==> src/rtl/stack_controller.sv <==
// Stack front-end: valid/ready push/pop requests, owns the stack pointer and sequences the registered-read pop.
// Optional sticky error (holds until err_clear, blocks requests) is enabled by defining STACK_CTRL_ERR_STICKY_EN.
module stack_controller #(
   parameter int DATA_WIDTH = 32,
   parameter int STACK_BITS = 12
) (
   input  logic                  clock,
   input  logic                  reset,
   input  logic                  req_valid,
   input  logic [1:0]            req_op,
   input  logic [DATA_WIDTH-1:0] req_data,
   output logic                  req_ready,
   output logic                  resp_valid,
   output logic [DATA_WIDTH-1:0] resp_data,
   output logic [DATA_WIDTH-1:0] stackPointer,
   output logic [1:0]            stackOp,
   output logic [DATA_WIDTH-1:0] stackData,
   input  logic [DATA_WIDTH-1:0] stackDataIn,
   output logic                  empty,
   output logic                  full,
   output logic                  error,
   input  logic                  err_clear
);

   typedef enum logic [1:0] {IDLE, PUSH, POP_RD, POP_CAP} state_t;

   localparam logic [DATA_WIDTH-1:0] STACK_DEPTH = DATA_WIDTH'(2 ** STACK_BITS);
   localparam logic [DATA_WIDTH-1:0] ONE         = DATA_WIDTH'(1);

   state_t                state_q, state_d;
   logic [DATA_WIDTH-1:0] sp_q, sp_d;
   logic [DATA_WIDTH-1:0] stackData_q, stackData_d;
   logic [DATA_WIDTH-1:0] respData_q, respData_d;
   logic                  respValid_q, respValid_d;
   logic                  error_q, error_d;

   logic pushReq;
   logic popReq;
   logic errEvent;

   assign pushReq  = req_valid && req_ready && (req_op == 2'b01);
   assign popReq   = req_valid && req_ready && (req_op == 2'b10);
   assign errEvent = (pushReq && full) || (popReq && empty);

   assign empty        = (sp_q == '0);
   assign full         = (sp_q == STACK_DEPTH);
   assign stackPointer = sp_q;
   assign stackData    = stackData_q;
   assign resp_data    = respData_q;
   assign resp_valid   = respValid_q;
   assign error        = error_q;

   always_ff @(posedge clock or posedge reset) begin
      if (reset) begin
         state_q <= IDLE;
      end else begin
         state_q <= state_d;
      end
   end

   always_comb begin
      state_d = state_q;
      case (state_q)
         IDLE: begin
            if (pushReq && !full) begin
               state_d = PUSH;
            end else if (popReq && !empty) begin
               state_d = POP_RD;
            end
         end
         PUSH:    state_d = IDLE;
         POP_RD:  state_d = POP_CAP;
         POP_CAP: state_d = IDLE;
         default: state_d = IDLE;
      endcase
   end

   // Both pop states keep the read strobe up so the memory's registered output is stable during capture.
   always_comb begin
      stackOp = 2'b00;
      case (state_q)
         PUSH:    stackOp = 2'b01;
         POP_RD:  stackOp = 2'b10;
         POP_CAP: stackOp = 2'b10;
         default: stackOp = 2'b00;
      endcase
   end

`ifdef STACK_CTRL_ERR_STICKY_EN
   assign req_ready = (state_q == IDLE) && !error_q;

   always_comb begin
      error_d = error_q;
      if (err_clear) begin
         error_d = 1'b0;
      end else if (errEvent) begin
         error_d = 1'b1;
      end
   end
`else
   logic unusedErrClear;

   assign unusedErrClear = err_clear;
   assign req_ready      = (state_q == IDLE);

   always_comb begin
      error_d = errEvent;
   end
`endif

   always_comb begin
      sp_d        = sp_q;
      stackData_d = stackData_q;
      respData_d  = respData_q;
      respValid_d = 1'b0;
      if ((state_q == IDLE) && pushReq && !full) begin
         stackData_d = req_data;
      end
      if (state_q == PUSH) begin
         sp_d = sp_q + ONE;
      end
      if (state_q == POP_CAP) begin
         sp_d        = sp_q - ONE;
         respData_d  = stackDataIn;
         respValid_d = 1'b1;
      end
   end

   always_ff @(posedge clock or posedge reset) begin
      if (reset) begin
         sp_q        <= '0;
         stackData_q <= '0;
         respData_q  <= '0;
         respValid_q <= 1'b0;
         error_q     <= 1'b0;
      end else begin
         sp_q        <= sp_d;
         stackData_q <= stackData_d;
         respData_q  <= respData_d;
         respValid_q <= respValid_d;
         error_q     <= error_d;
      end
   end

endmodule

==> config.mk <==
export PLATFORM = sky130hd
export DESIGN_NAME = stack_controller
export DESIGN_NICKNAME = d
export VERILOG_FILES = /design/src/rtl/stack_controller.sv
export SDC_FILE = /design/constraint.sdc
export NUM_CORES = 1
export LEC_CHECK = 0
export BUFFER_PORTS_ARGS = -buffer_cell sky130_fd_sc_hd__buf_4
export CAP_MARGIN = 20
export CORE_UTILIZATION = 30
export CTS_CLUSTER_DIAMETER = 150
export DETAILED_ROUTE_END_ITERATION = 6
export GPL_TIMING_DRIVEN = 1
export PLACE_DENSITY = 0.55
export SLEW_MARGIN = 20
export SYNTH_ARGS = -nofsm -noshare
export SYNTH_HDL_FRONTEND = slang
export SYNTH_SLANG_ARGS = --single-unit
export TNS_END_PERCENT = 1
==> constraint.sdc <==
create_clock -name clock -period 7.25 [get_ports clock]
set_input_delay 0.725 -clock clock [delete_from_list [all_inputs] [get_ports clock]]
set_output_delay 0.725 -clock clock [all_outputs]
set_load 0.03 [all_outputs]
==> results.json <==
{
  "outcome": "finished, violations left",
  "violations": "DRC",
  "setup_ws_ps": 4000,
  "syn_area_sq_um": 5620,
  "cts_root_buf": "clkbuf_16",
  "final_antenna_net_count": 0,
  "grt_pass1_vias": 5074,
  "dieHeight_um": 139,
  "overflow": 0,
  "clock_skew_ps": 11.3,
  "antenna_found_initial": 0,
  "seq_area_frac_synth_pct": 44.5,
  "cts_max_level": 3,
  "die_w_um": 139,
  "cts_tree": "yes",
  "rsz0062_at_grt": "false",
  "cap_violations": 0,
  "path_max_fanout": 12,
  "max_freq_ghz": 0.307,
  "vias": 5204,
  "grt_pass1_wl_mm": 27.1,
  "wl_per_cell_um": 17.0,
  "n_antenna_cell": 0,
  "clock-sinks": 100,
  "place.gp.congestion": 0.923,
  "areaGrowthSynthToFinish_pct": 29.5,
  "yosysWarnings": 0,
  "drc": 11,
  "dieArea_sq_um": 19300,
  "arrival_ps": 2530,
  "grt_usage_pct": 17.6,
  "hold_path_class": "in -> async",
  "slew_headroom_pct": 24.0,
  "post_cts_buffers": 0,
  "yosys-top-cells-count": "nand2_1, dfrtp_1, nor2_1",
  "p_comb_share_pct": 52.4,
  "seqPwrFrac_pct": 34.0,
  "p_switching_w": 0.00165,
  "setup_viol": 0,
  "numCtsBuffers": 9,
  "initial_core_util_pct": 31.0,
  "path_class": "reg -> out",
  "port_buffers": 171,
  "worst_ep_required_time_ps": 6520,
  "synth_area_leader_cell": "dfrtp_1",
  "finalSetupTns_ps": 0,
  "clk_pin_slew_ps": 70,
  "slew_violations": 0,
  "wl_mm": 16.7,
  "ys_types": 75,
  "final_util_pct": 40.1,
  "yosysMostFrequentCell": "nand2_1",
  "fillCellCount": 1810,
  "power.total_w": 0.00335,
  "cts_resized": 0,
  "via_per_inst": 5.30,
  "rr_worst_depth": 8,
  "clk_latency_ps": 350,
  "peakVddDrop_mv": 0.199,
  "synth_edf_count": 0,
  "synth_nets": 677,
  "final_cells": 982,
  "clockBufferDepth": 2,
  "post-place-cells": 966,
  "hold_viol": 0,
  "firstDrtPassIters": 7,
  "p_int_w": 0.00170,
  "switching_share_pct": 49.2,
  "drive_above_1_share_pct": 30.8,
  "core-area_sq_um": 18100,
  "finalCritPeriodShare_pct": 44.9,
  "nets": 819,
  "drt_iter0_drc": 330,
  "ys_top_cells_by_area": "dfrtp_1, nand2_1, mux2_2",
  "grt_max_degree": 69,
  "synth_top_flop_cell": "dfrtp_1",
  "place_ws_ps": 4070,
  "p_leak_nw": 3.36,
  "tightest_slew_ps": 1130,
  "synth_top_area_share_pct": 44.5,
  "syn_inst": 606,
  "ys_ff_latch": 100,
  "floorplan.rows": 49,
  "io_pins": 173,
  "fin_crit_ps": 3250,
  "hpwl_mm": 12.1,
  "synth.avg_cell_area_sq_um": 9.27,
  "cp-end-kind": "output pin",
  "async_reset_ff_share_pct": 100,
  "pwr-share-clk_pct": 13.6,
  "power_density_nw_per_um2": 460,
  "worstSetupStartpointType": "flop",
  "ctsHoldBuffers": 0
}
[layout make-up]
type                    instances  area, sq um  share of cell area (%)
clock inverters                 5         43.8                   0.602
flip-flops and latches        100         2500                    34.4
clock buffers                  11          233                    3.20
well taps                     229          287                    3.94
inverters                      12         47.5                   0.653
repair buffers                175         1310                    18.0
multi-input cells             450         2850                    39.2
[state kept, by name, summed over array words and instances, names as in the netlist]
signal and cells:
stackPointer 32, state_q 2, stackData 32, resp_valid 1, error 1, resp_data 32
[worst paths after layout]
| check | slack, ps | to | start |
|---|---|---|---|
| setup / recovery | 4000 | full | stackPointer[11] |
| hold / removal | 360 | stackData[5] | reset |
| setup reg to reg | 4030 | stackPointer[22] | state_q[1] |
| hold reg to reg | 480 | resp_data[23] | resp_data[23] |
| max in group asynchronous | 5630 | resp_data[3] | reset |
| min in group clock | 480 | resp_data[23] | resp_data[23] |
[layer usage]
layer / vias up / track usage (%) / share of wire [%]
li1: 2422 / - / -
met1: 2497 / 22.4 / 42
met2: 256 / 29.2 / 48
met3: 29 / 4.14 / 7.9
met4: 0 / 5.73 / 2.4
met5: - / 0 / 0
[layout by cell type, fill, tap and decap left out, types with 10 or more instances in the layout]
master,instances
xor2_1,10
or4_1,10
nor4_1,11
o21ai_0,17
nand2_1,141
a21oi_1,12
xnor2_1,20
nor2_1,36
nand4_1,16
nand3_1,10
mux2i_1,11
buf_4,175
mux2_2,25
nor3_1,13
dfrtp_1,100
mux2_1,10
[power by group through the flow]
stage	logic, W	clock network, W	registers, W
floorplan	0.000756	0	0.00149
finish	0.00175	0.000456	0.00114
detailed placement	0.00176	0	0.00114
global placement	0.00174	0	0.00113
global route	0.00188	0.000501	0.00118
CTS	0.00177	0.000473	0.00114
[metrics by stage]
step	area (sq um)	hold WS [ps]
3_3_place_gp	7000	461
3_5_place_dp	7000	466
5_1_grt	7280	375
2_1_floorplan	5620	650
6_report	7280	357
4_1_cts	7280	365
[cells by family (layout without fill, tap and decap cells)]
group	count (synthesis)	in the layout	synth area share, %
AO/OA/AOI/OAI	84	84	11.0
XOR/XNOR	30	30	4.67
adder cells (fa/ha/maj)	1	1	0.223
buffers and inverters	56	203	4.72
flip-flops	100	100	44.5
multiplexers	46	46	8.97
AND/OR/NAND/NOR	289	289	25.9
[critical path: stages (launching register included)]
cell and delay, ps:
dfrtp_1 560, or4_1 680, nor2_2 190, and4bb_1 320, nand3_2 160, inv_1 90
buf_4 160
No activity file was read; power rests on OpenSTA's default activity.
